### config.mk
export PLATFORM = sky130hd
export DESIGN_NAME = pid_mc
export DESIGN_NICKNAME = d
export VERILOG_FILES = /design/src/rtl/pid_mc.sv
export SDC_FILE = /design/constraint.sdc
export NUM_CORES = 1
export LEC_CHECK = 0
export ABC_AREA = 1
export BUFFER_PORTS_ARGS = -buffer_cell sky130_fd_sc_hd__buf_4
export CORE_MARGIN = 3
export CORE_UTILIZATION = 38
export CTS_BUF_LIST = sky130_fd_sc_hd__clkbuf_2 sky130_fd_sc_hd__clkbuf_4 sky130_fd_sc_hd__clkbuf_8
export CTS_CLUSTER_SIZE = 25
export DETAILED_ROUTE_END_ITERATION = 10
export REMOVE_ABC_BUFFERS = 1
export SYNTH_ARGS = -nofsm -noshare
export SYNTH_HDL_FRONTEND = slang
export SYNTH_SLANG_ARGS = --single-unit
### constraint.sdc
create_clock -name sclk -period 11.05 [get_ports sclk]
set_clock_uncertainty 0.05 [all_clocks]
set_input_delay 1.105 -clock sclk [delete_from_list [all_inputs] [get_ports sclk]]
set_output_delay 1.105 -clock sclk [all_outputs]
set_load 0.01 [all_outputs]
### src/rtl/pid_mc.sv
// Multi-channel PID controller. A single shared multiplier steps through the
// P, I and D products; each channel keeps its own previous sample and integrator.
module pid_mc #(
   parameter int WIDTH = 18,
   parameter int GW    = 12,
   parameter int FRAC  = 4,
   parameter int CH    = 4,
   parameter int CHW   = 2
) (
   input  logic                    sclk,
   input  logic                    rst,
   input  logic                    enable,
   input  logic                    in_valid,
   output logic                    in_ready,
   input  logic [CHW-1:0]          in_ch,
   input  logic signed [WIDTH-1:0] yk,
   input  logic signed [WIDTH-1:0] rk,
   input  logic signed [GW-1:0]    kp,
   input  logic signed [GW-1:0]    ki,
   input  logic signed [GW-1:0]    kd,
   input  logic [WIDTH-2:0]        sat_lim,
   output logic                    out_valid,
   output logic [CHW-1:0]          out_ch,
   output logic signed [WIDTH-1:0] pid_output,
   output logic                    sat_flag
);

   // state   | meaning
   // ST_IDLE | waiting for a sample; in_ready high while enabled
   // ST_P    | multiplier forms kp * -yk
   // ST_I    | multiplier forms ki * (rk - yk)
   // ST_D    | multiplier forms kd * -(yk - yk1[ch])
   // ST_SUM  | integrate, sum, clamp; results and channel state load on exit
   typedef enum logic [2:0] {ST_IDLE, ST_P, ST_I, ST_D, ST_SUM} state_t;

   localparam int PW = GW + WIDTH;
   localparam logic signed [WIDTH-1:0] SMAX = {1'b0, {(WIDTH-1){1'b1}}};
   localparam logic signed [WIDTH-1:0] SMIN = {1'b1, {(WIDTH-1){1'b0}}};
   localparam logic signed [PW-1:0]    PMAX = {{(GW+1){1'b0}}, {(WIDTH-1){1'b1}}};
   localparam logic signed [PW-1:0]    PMIN = ~PMAX;

   function automatic logic signed [WIDTH-1:0] sat_ext(input logic [WIDTH:0] v);
      if (v[WIDTH] != v[WIDTH-1]) return v[WIDTH] ? SMIN : SMAX;
      return v[WIDTH-1:0];
   endfunction

   function automatic logic signed [WIDTH-1:0] add_s(input logic signed [WIDTH-1:0] a,
                                                     input logic signed [WIDTH-1:0] b);
      return sat_ext({a[WIDTH-1], a} + {b[WIDTH-1], b});
   endfunction

   function automatic logic signed [WIDTH-1:0] sub_s(input logic signed [WIDTH-1:0] a,
                                                     input logic signed [WIDTH-1:0] b);
      return sat_ext({a[WIDTH-1], a} - {b[WIDTH-1], b});
   endfunction

   function automatic logic signed [WIDTH-1:0] neg_s(input logic signed [WIDTH-1:0] a);
      return sat_ext({(WIDTH+1){1'b0}} - {a[WIDTH-1], a});
   endfunction

   function automatic logic signed [WIDTH-1:0] sat_prod(input logic signed [PW-1:0] v);
      logic signed [PW-1:0] s;
      s = v >>> FRAC;
      if (s > PMAX) return SMAX;
      if (s < PMIN) return SMIN;
      return s[WIDTH-1:0];
   endfunction

   state_t state, state_nxt;
   logic   accept;

   logic [CHW-1:0]          ch_r;
   logic signed [WIDTH-1:0] yk_r, rk_r;
   logic signed [GW-1:0]    kp_r, ki_r, kd_r;
   logic [WIDTH-2:0]        lim_r;
   logic signed [WIDTH-1:0] p_r, kiek_r, d_r;

   logic signed [WIDTH-1:0] yk1 [CH];
   logic signed [WIDTH-1:0] ik1 [CH];
   logic signed [WIDTH-1:0] yk1_rd, ik1_rd;
   logic                    ch_ok;

   logic signed [GW-1:0]    mul_g;
   logic signed [WIDTH-1:0] mul_x;
   logic signed [PW-1:0]    prod;
   logic signed [WIDTH-1:0] mul_res;

   logic signed [WIDTH-1:0] ik_new, u, u_clamp, lim, nlim;
   logic                    clamped, windup;

   always_ff @(posedge sclk or negedge rst) begin
      if (!rst)        state <= ST_IDLE;
      else if (enable) state <= state_nxt;
   end

   always_comb begin
      state_nxt = state;
      case (state)
         ST_IDLE: if (accept) state_nxt = ST_P;
         ST_P:    state_nxt = ST_I;
         ST_I:    state_nxt = ST_D;
         ST_D:    state_nxt = ST_SUM;
         ST_SUM:  state_nxt = ST_IDLE;
         default: state_nxt = ST_IDLE;
      endcase
   end

   always_comb begin
      in_ready = (state == ST_IDLE) && enable;
      accept   = in_ready && in_valid;
      mul_g    = '0;
      mul_x    = '0;
      case (state)
         ST_P: begin
            mul_g = kp_r;
            mul_x = neg_s(yk_r);
         end
         ST_I: begin
            mul_g = ki_r;
            mul_x = sub_s(rk_r, yk_r);
         end
         ST_D: begin
            mul_g = kd_r;
            mul_x = neg_s(sub_s(yk_r, yk1_rd));
         end
         default: ;
      endcase
   end

   assign prod    = $signed({{WIDTH{mul_g[GW-1]}}, mul_g}) * $signed({{GW{mul_x[WIDTH-1]}}, mul_x});
   assign mul_res = sat_prod(prod);

   // Channel indices at or above CH have no storage; they read as zero and never write.
   always_comb begin
      yk1_rd = '0;
      ik1_rd = '0;
      ch_ok  = 1'b0;
      for (int i = 0; i < CH; i++) begin
         if (ch_r == CHW'(i)) begin
            yk1_rd = yk1[i];
            ik1_rd = ik1[i];
            ch_ok  = 1'b1;
         end
      end
   end

   always_comb begin
      ik_new  = add_s(ik1_rd, kiek_r);
      u       = add_s(add_s(ik_new, p_r), d_r);
      lim     = $signed({1'b0, lim_r});
      nlim    = neg_s(lim);
      u_clamp = u;
      clamped = 1'b0;
      if (u > lim) begin
         u_clamp = lim;
         clamped = 1'b1;
      end else if (u < nlim) begin
         u_clamp = nlim;
         clamped = 1'b1;
      end
      // Freeze the integrator only when it is pushing further into the clamp.
      windup = ((u > lim) && !kiek_r[WIDTH-1] && (kiek_r != '0)) ||
               ((u < nlim) && kiek_r[WIDTH-1]);
   end

   always_ff @(posedge sclk or negedge rst) begin
      if (!rst) begin
         ch_r   <= '0;
         yk_r   <= '0;
         rk_r   <= '0;
         kp_r   <= '0;
         ki_r   <= '0;
         kd_r   <= '0;
         lim_r  <= '0;
         p_r    <= '0;
         kiek_r <= '0;
         d_r    <= '0;
      end else if (enable) begin
         if (accept) begin
            ch_r  <= in_ch;
            yk_r  <= yk;
            rk_r  <= rk;
            kp_r  <= kp;
            ki_r  <= ki;
            kd_r  <= kd;
            lim_r <= sat_lim;
         end
         case (state)
            ST_P:    p_r    <= mul_res;
            ST_I:    kiek_r <= mul_res;
            ST_D:    d_r    <= mul_res;
            default: ;
         endcase
      end
   end

   always_ff @(posedge sclk or negedge rst) begin
      if (!rst) begin
         out_valid  <= 1'b0;
         out_ch     <= '0;
         pid_output <= '0;
         sat_flag   <= 1'b0;
         for (int i = 0; i < CH; i++) begin
            yk1[i] <= '0;
            ik1[i] <= '0;
         end
      end else if (enable) begin
         out_valid <= 1'b0;
         if ((state == ST_SUM) && ch_ok) begin
            out_valid  <= 1'b1;
            out_ch     <= ch_r;
            pid_output <= u_clamp;
            sat_flag   <= clamped;
            for (int i = 0; i < CH; i++) begin
               if (ch_r == CHW'(i)) begin
                  yk1[i] <= yk_r;
                  if (!windup) ik1[i] <= ik_new;
               end
            end
         end
      end
   end

endmodule

# Word-level counts from Yosys, hierarchy flattened
# Index checks and enable logic that the tools add are counted.
op_classes:
  n_bitwise: 1
  mul: 1
  muxes: 65
  reduce_logical: 25
  add_sub_neg: 8
  n_lt_le_gt_ge: 4
  eq_ne: 16
op_table:
  columns: ["cell", "count"]
  rows:
  - ["18-bit 2-to-1 mux", 39]
  - ["18-bit by 18-bit adder with 19-bit output", 3]
  - ["18-bit case mux with 3 select lines", 1]
  - ["1-bit by 18-bit subtractor with 19-bit output (first input constant)", 2]
  - ["18-bit by 18-bit subtractor with 19-bit output", 2]
  - ["12-bit case mux with 3 select lines", 1]
  - ["12-bit by 18-bit multiplier with 30-bit output", 1]
  - ["26-bit by 18-bit > comparator with 1-bit output (second input constant)", 1]
  - ["26-bit by 18-bit < comparator with 1-bit output (second input constant)", 1]
  - ["1-bit 2-to-1 mux", 22]
  - ["18-bit > comparator", 1]
  - ["18-bit < comparator", 1]
  - ["18-bit nonzero test", 1]
  - ["1-bit by 17-bit subtractor with 18-bit output (first input constant)", 1]
  - ["4-bit AND reduction", 4]
  - ["3-bit case mux with 4 select lines", 1]
  - ["2-bit AND reduction", 6]
  - ["3-bit AND reduction", 4]
  - ["1-bit inequality test", 8]
  - ["3-bit by 2-bit == test with 1-bit output (second input constant)", 2]
  - ["1-bit logical AND", 6]
  - ["2-bit == test (second input constant)", 2]
  - ["3-bit by 1-bit == test with 1-bit output (second input constant)", 1]
  - ["3-bit == test (second input constant)", 1]
  - ["other kinds (8)", 8]
word_totals:
  out_inout_bits: 23
  elab_cells: 143
  ff_bits: 314

# Depth between registers and ports, before layout
# Gate-level depths: netlist of the first run.
logic_depth:
  depth_word: 23
  mapped_depth: 77

# Least setup slack after synthesis of the first run
# No wires, ideal clock.
synth_path:
  kind: "reg2reg"
  start: "reg ch_r[0]"
  end: "reg d_r[10]"
  n_path_buf: 7
  path_stages_with_launch: 59
  required_ps: 10883
  arrival_ps: 10478
  slack_ps: 405
  path_cell_list: "dfrtp_1 -> buf_2 -> clkinv_1 -> nor2_1 -> clkbuf_1 -> a22o_1 -> a221oi_1 -> ha_1 -> nand2_1 -> o21ai_1 -> inv_1 -> nand2_1 -> nand2_1 -> nand2_1 -> a21oi_1 -> o21bai_1 -> xor2_1 -> inv_1 -> [23 not listed] -> fa_1 -> inv_1 -> fa_1 -> inv_1 -> ha_1 -> nand2_1 -> nor2_1 -> nand4_1 -> or2_2 -> nand3_1 -> xor2_1 -> and2_1 -> nand3b_1 -> o21ai_2 -> buf_4 -> nand2_1 -> nand2_1 -> nand2_1"
synth_between:
  elab_chain_cells: 23
  word_cells_on_any_way: 33
synth_lines:
  columns: ["element", "line", "source"]
  rows:
  - ["start, declared", "72", "logic [CHW-1:0] ch_r;"]
  - ["start signal, assigned", "180", "ch_r <= in_ch;"]
  - ["2-bit zero test", "139", "if (ch_r == CHW'(i)) begin"]
  - ["18-bit 2-to-1 mux (3 in a row)", "139", null]
  - ["18-bit 2-to-1 mux (*)", "139", null]
  - ["18-bit by 18-bit subtractor with 19-bit output (*)", "54", "return sat_ext({a[WIDTH-1], a} - {b[WIDTH-1], b});"]
  - ["1-bit inequality test", "43", "if (v[WIDTH] != v[WIDTH-1]) return v[WIDTH] ? SMIN : SMAX;"]
  - ["1-bit 2-to-1 mux", "43", null]
  - ["1-bit 2-to-1 mux", "113", "case (state)"]
  - ["18-bit 2-to-1 mux (*)", "44", "return v[WIDTH-1:0];"]
  - ["[4 not listed]", null, null]
  - ["1-bit 2-to-1 mux", "113", null]
  - ["18-bit 2-to-1 mux (*)", "44", null]
  - ["18-bit case mux with 3 select lines (*)", "113", null]
  - ["12-bit by 18-bit multiplier with 30-bit output (*)", "130", "assign prod = $signed({{WIDTH{mul_g[GW-1]}}, mul_g}) * $signed({{GW{mul_x[WIDTH-1]}}, mul_x});"]
  - ["26-bit by 18-bit < comparator with 1-bit output", "65", "if (s < PMIN) return SMIN;"]
  - ["1-bit 2-to-1 mux (2 in a row)", "65", null]
  - ["18-bit 2-to-1 mux", "66", "return s[WIDTH-1:0];"]
  - ["18-bit 2-to-1 mux (*)", "65", null]
  - ["end signal, assigned", "191", "ST_D: d_r <= mul_res;"]
  - ["end, declared", "76", "logic signed [WIDTH-1:0] p_r, kiek_r, d_r;"]
# Every way passes the cells marked *; elsewhere a longest branch is shown, timed or not. The select of a mux whose other input is x is not followed.
# A chain may end at the register's enable or synchronous reset.

# Worst setup path in the final report of the first run
layout_path:
  start: "reg ch_r[0]"
  end: "reg kiek_r[1]"
layout_between:
  elab_chain_cells: 23
  word_cells_on_any_way: 33
layout_lines:
  columns: ["element", "line", "source"]
  rows:
  - ["2-bit zero test", "139", null]
  - ["18-bit 2-to-1 mux (3 in a row)", "139", null]
  - ["18-bit 2-to-1 mux (*)", "139", null]
  - ["18-bit by 18-bit subtractor with 19-bit output (*)", "54", null]
  - ["1-bit inequality test", "43", null]
  - ["1-bit 2-to-1 mux", "43", null]
  - ["1-bit 2-to-1 mux", "113", null]
  - ["18-bit 2-to-1 mux (*)", "44", null]
  - ["[4 not listed]", null, null]
  - ["1-bit 2-to-1 mux", "113", null]
  - ["18-bit 2-to-1 mux (*)", "44", null]
  - ["18-bit case mux with 3 select lines (*)", "113", null]
  - ["12-bit by 18-bit multiplier with 30-bit output (*)", "130", null]
  - ["26-bit by 18-bit < comparator with 1-bit output", "65", null]
  - ["1-bit 2-to-1 mux (2 in a row)", "65", null]
  - ["18-bit 2-to-1 mux", "66", null]
  - ["18-bit 2-to-1 mux (*)", "65", null]
  - ["end signal, assigned", "190", "ST_I: kiek_r <= mul_res;"]
  - ["end, declared", "76", null]
# Marked as above.

==> results.ini, run 1 <==
[place]
io_buffer_count = 117
dp_hpwl_mm = 66.9
place_ws_ns = -0.294
gp_congestion = 0.959

[timing]
worst_slew_pin_slew_ns = 1.06
tns_ns = 0
setup_ws_ns = 0.524
min_period_over_period_pct = 95.3
holdWs_ns = 0.416
drv_slew = 0
fin_crit_ns = 10.53
slew_headroom_pct = 28.9
finalHoldViolations = 0
timing.fmax_mhz = 95.0
setup_viol = 0

[global_routing]
grt.overflow.total = 0
grt.total_usage_pct = 22.0
antenna_found_initial = 1
grt_max_degree = 115
grt_first_pass_wirelength_mm = 138
grt_pass1_vias = 25486

[critical_path]
critPathLaunch = ch_r[0]
critical_path.endpoint_type = flip-flop
cp_data_arrival_time_ns = 11.02
path_common_cell = nand2_1
critPathMaxStageDelay_ns = 0.55
startpoint_type = flip-flop
cp_max_fo = 17
crit_slowest_cell = fa_1
crit-reg2reg-launch = ch_r[0]
required_ns = 11.54
critPathKind = flip-flop to flip-flop

[die]
pin_count = 118
die_w_um = 280
core_mm2 = 0.0736
num_rows = 99
initial_core_util_pct = 38.7
dieArea_mm2 = 0.0782
die_y_um = 280

[route]
drtIter0Drc = 1999
drc_errors = 0
drt-vias-per-instance = 5.13
vias = 25729
wirelength_mm = 86.5
drtAntennaViolNets = 0
post_drt_wl_per_cell_um = 17.2
dr.pass1.iters = 5

[logic_synthesis]
synthArstFlopShare_pct = 100
synth_area_leaders = dfrtp_1 28%, fa_1 14%, nand2_1 13%
yosysTopAreaCell = dfrtp_1
synth_area_mm2 = 0.0285
ys_types = 58
postSynthAreaPerCell_um2 = 7.68
yosys_warnings = 0
ys_top_cells_by_count = 949 x nand2_1, 538 x inv_1, 314 x dfrtp_1
ys_seq_area_share_pct = 27.6
ys.flop_type = dfrtp_1
synth_edf_count = 0
synth_most_common_cell = nand2_1
syn_inst = 3705
synth_top_area_share_pct = 27.6
ys_ff_latch = 314

[final_layout]
drive_gt1_share_pct = 17.3
syn_to_final_growth_pct = 19.0
nets = 4519

[clocking]
cts.htree.levels = 2
cts_hold_buf = 0
clk_latency_ns = 0.69
cts_tree = yes
clk_pin_slew_worst_paths_ns = 0.06
cts_sinks = 314
clockBufferDepth = 3
cts_root_buf = clkbuf_8
cts_inserted_buffers = 58

[min_path]
hp-start = ik1[16]
min_path_type = flip-flop to flip-flop

[flow_run]
maxCapViolCount = 0

[status]
outcome = complete, no violations

-- what timing repair did --
item | 4_1_cts | 5_1_grt
gates cloned | 0 | 3
setup buffers | 3 | 23
resized for setup | 14 | 133
pin swaps | 1 | 22
endpoints found under the setup margin | 132 | 145
-- worst max-delay path, delay by kind of cell (launching register included) --
| kind | cells | cell delay [ns] |
|---|---|---|
| adders and majority gates | 9 | 4.10 |
| and+or+nand+nor | 23 | 3.03 |
| buffers and inverters | 13 | 1.62 |
| AOI/OAI and AO/OA | 6 | 0.69 |
| DFF | 1 | 0.45 |
| xor gates and xnor gates | 2 | 0.38 |
-- kinds of logic (layout without fill, tap and decap cells) --
family	count (synthesis)	count (layout)	synth area share, %
compound gates	713	713	13.8
fa+ha+maj	403	403	23.1
buf+inv	665	1020	8.94
xor+xnor	97	97	2.99
flops	314	314	27.6
simple gates	1465	1465	21.6
other cells	0	1	0
mux	48	48	1.90
-- layout by cell type, fill, tap and decap left out, drive strengths merged, types with 31 or more instances in the layout --
cell | Yosys | routed
inv | 546 | 547
dfrtp | 314 | 314
xnor2 | 31 | 31
mux2 | 48 | 48
nand3 | 160 | 160
xor2 | 66 | 66
a21oi | 295 | 295
fa | 204 | 204
nor2 | 243 | 243
buf | 22 | 362
clkbuf | 86 | 89
nand2 | 968 | 968
o21ai | 289 | 289
ha | 199 | 199
-- sequential cells by signal (all words and copies together), names as in the netlist --
| register | cells |
|---|---|
| ik1 | 72 |
| yk1 | 72 |
| d_r | 18 |
| kiek_r | 18 |
| p_r | 18 |
| pid_output | 18 |
| rk_r | 18 |
| yk_r | 18 |
| lim_r | 17 |
| kd_r | 12 |
| ki_r | 12 |
| kp_r | 12 |
| state | 3 |
| ch_r | 2 |
| out_ch | 2 |
| out_valid | 1 |
| sat_flag | 1 |
-- metal layers --
metal  vias to the layer above  track usage [%]  share of wire (%)
li1                      12583                -                  -
met1                     12200             30.9                 46
met2                       797             35.5                 45
met3                       149             3.50                6.1
met4                         0             5.72                2.6
met5                         -                0                  0
-- final timing paths --
path	endpoint	slack [ns]	cells past startpoint
max in group asynchronous	lim_r[12]	8.98	2
hold reg to reg	ik1[16]	0.42	2
setup / recovery	kiek_r[1]	0.52	53
setup reg to reg	kiek_r[1]	0.52	53
hold / removal	ik1[16]	0.42	2
min in group asynchronous	ik1[40]	0.50	1
-- layout make-up --
type	instances	area [um^2]
diodes	1	2.50
clock buffers	88	1090
clock inverters	11	115
fillers	7504	39700
inverters	557	2110
multi-input cells	2726	18600
flip-flops and latches	314	7860
well taps	959	1200
repair buffers	363	2870
repair inverters	1	7.51
-- through the flow --
| step | instances | area, um^2 | util [%] |
|---|---|---|---|
| after floorplan | 3597 | 28000 | - |
| after global placement | 4892 | 31800 | 43.3 |
| after detailed placement | 4892 | 31800 | 43.3 |
| after CTS | 4994 | 33100 | 45.0 |
| after global routing | 5020 | 33800 | 46.0 |
| final | 5020 | 33800 | 46.0 |
Power of run 1 is left out: the tool's default activity adds up to more than one toggle a clock period on the data nets, which glitch-free logic cannot reach.
==> inputs of run 2 (changes only) <==
Settings changed: CTS_CLUSTER_SIZE 25 to default, GPL_TIMING_DRIVEN from default to 0, REMOVE_ABC_BUFFERS 1 to default.
==> results.ini, run 2 (same netlist as run 1, synthesis figures left out) <==
[status]
outcome = finished with violations
violations = max-slew violations

[timing]
worst_slew_pin_slew_ns = 1.70  ; +0.634 ns
min_period_over_period_pct = 97.2  ; +2.0 points
fin_crit_ns = 10.74  ; +0.217 ns
finalHoldViolations = 0  ; unchanged
timing.fmax_mhz = 93.1  ; -2.0%
slew_headroom_pct = -13.0  ; -42 points
setup_viol = 0  ; unchanged
drv_slew = 6  ; +6

[die]
initial_core_util_pct = 38.7  ; unchanged
die_y_um = 280  ; unchanged
num_rows = 99  ; unchanged
dieArea_mm2 = 0.0782  ; unchanged
core_mm2 = 0.0736  ; unchanged
die_w_um = 280  ; unchanged
pin_count = 118  ; unchanged

[place]
dp_hpwl_mm = 70.4  ; +5.3%
placed_cells = 4784  ; -2.2%
dpl-instance-area_mm2 = 0.0306  ; -3.8%
gp_congestion = 0.942  ; -1.8%
io_buffer_count = 117  ; unchanged

[global_routing]
grt_first_pass_wirelength_mm = 143  ; +3.0%
grt.overflow.total = 0  ; unchanged
grt.total_usage_pct = 23.1  ; +1.1 points
grt_max_degree = 91  ; -21%
antenna_found_initial = 0  ; -1
grt_pass1_vias = 25944  ; +1.8%

[route]
vias = 26227  ; +1.9%
drtAntennaViolNets = 0  ; unchanged
drc_errors = 0  ; unchanged
wirelength_mm = 91.0  ; +5.3%
post_drt_wl_per_cell_um = 18.2  ; +5.8%
drtIter0Drc = 1979  ; -1.0%
dr.pass1.iters = 8  ; +3
drt-vias-per-instance = 5.25  ; +2.4%

[clocking]
cts_root_buf = clkbuf_8
clk_latency_ns = 0.69  ; about the same
cts.htree.levels = 2  ; unchanged
cts_tree = yes
clockBufferDepth = 3  ; unchanged
clk_pin_slew_worst_paths_ns = 0.06  ; about the same
cts_sinks = 314  ; unchanged
cts_inserted_buffers = 57  ; -1.7%

[final_layout]
largestRegisters = ik1: 72 flops, yk1: 72 flops
syn_to_final_growth_pct = 22.3
nets = 4497  ; -0.49%
drive_gt1_share_pct = 19.4  ; +2.1 points
final_cells = 4997  ; -0.46%
final_cell_mix = 881 x nand2_1, 520 x inv_1, 314 x dfrtp_1
layout_commonest_cell = nand2_1
stdcell_area_mm2 = 0.0348  ; +2.8%

[critical_path]
crit_slowest_cell = fa_1
critPathKind = flip-flop to flip-flop
startpoint_type = flip-flop
required_ns = 11.62  ; +0.08 ns
critical_path.endpoint_type = flip-flop
crit_buf_inv = 17  ; +4
cp_top_family = adder cells
critPathMaxStageDelay_ns = 0.56  ; about the same
cp_data_arrival_time_ns = 11.31  ; +0.29 ns
cp_max_fo = 10  ; -7
rrSetupSlack_ns = 0.31  ; -0.22 ns

[logic_synthesis]
syn-num-nets = 4203

[flow_run]
maxCapViolCount = 0  ; unchanged

[min_path]
min_path_type = input pin to async pin

-- run 2: changes by cell type in the layout (fill, tap and decap cells not counted), sizes merged --
cell | previous run | this run
buf | 362 | 273
inv | 547 | 546
clkbuf | 89 | 152
clkinvlp | 3 | 4
bufinv | 2 | 4
nand3 | 160 | 161
-- run 2: metrics by stage --
stage	setup WS, ns	utilization, %	hold WS (ns)	TNS [ns]
final	0.307	47.3	0.364	0
after global routing	-0.0745	47.3	0.378	-4.30
after global placement	-3.32	41.5	0.403	-409.32
after floorplan	0.405	-	0.387	0
after detailed placement	-3.33	41.6	0.403	-402.40
after CTS	0.000235	45.1	0.329	0
-- run 2: path summary, 6_finish.rpt --
| check | from | to | cells past startpoint |
|---|---|---|---|
| setup reg to reg | ch_r[0] | d_r[1] | 58 |
| hold / removal | rst | ik1[31] | 1 |
| min in group sclk | ik1[20] | ik1[20] | 2 |
| max in group asynchronous | rst | ki_r[6] | 3 |
| hold reg to reg | ik1[20] | ik1[20] | 2 |
| setup / recovery | ch_r[0] | d_r[1] | 58 |
-- run 2: per-layer routing --
metal | global-route usage [%] | share of wire [%]
met1 | 30.9 | 44
met2 | 37.4 | 46
met3 | 4.35 | 6.7
met4 | 8.28 | 3.8
met5 | 0 | 0
-- run 2: what timing repair did --
action | in CTS | in global routing
setup buffers | 44 | 65
gates cloned | 3 | 3
pin swaps | 48 | 120
hold buffers | 0 | 0
resized for setup | 265 | 283
setup endpoints to repair | 145 | 145
-- run 2: layout make-up --
| class | count | area [um^2] |
|---|---|---|
| inverters | 557 | 2130 |
| clock inverters | 14 | 189 |
| fillers | 7360 | 38800 |
| clock buffers | 83 | 1030 |
| multi-input cells | 2727 | 19700 |
| repair buffers | 234 | 1930 |
| diodes | 1 | 2.50 |
| flip-flops and latches | 314 | 7860 |
| plain buffers | 108 | 764 |
| well taps | 959 | 1200 |
Power of run 2 is left out for the same reason.
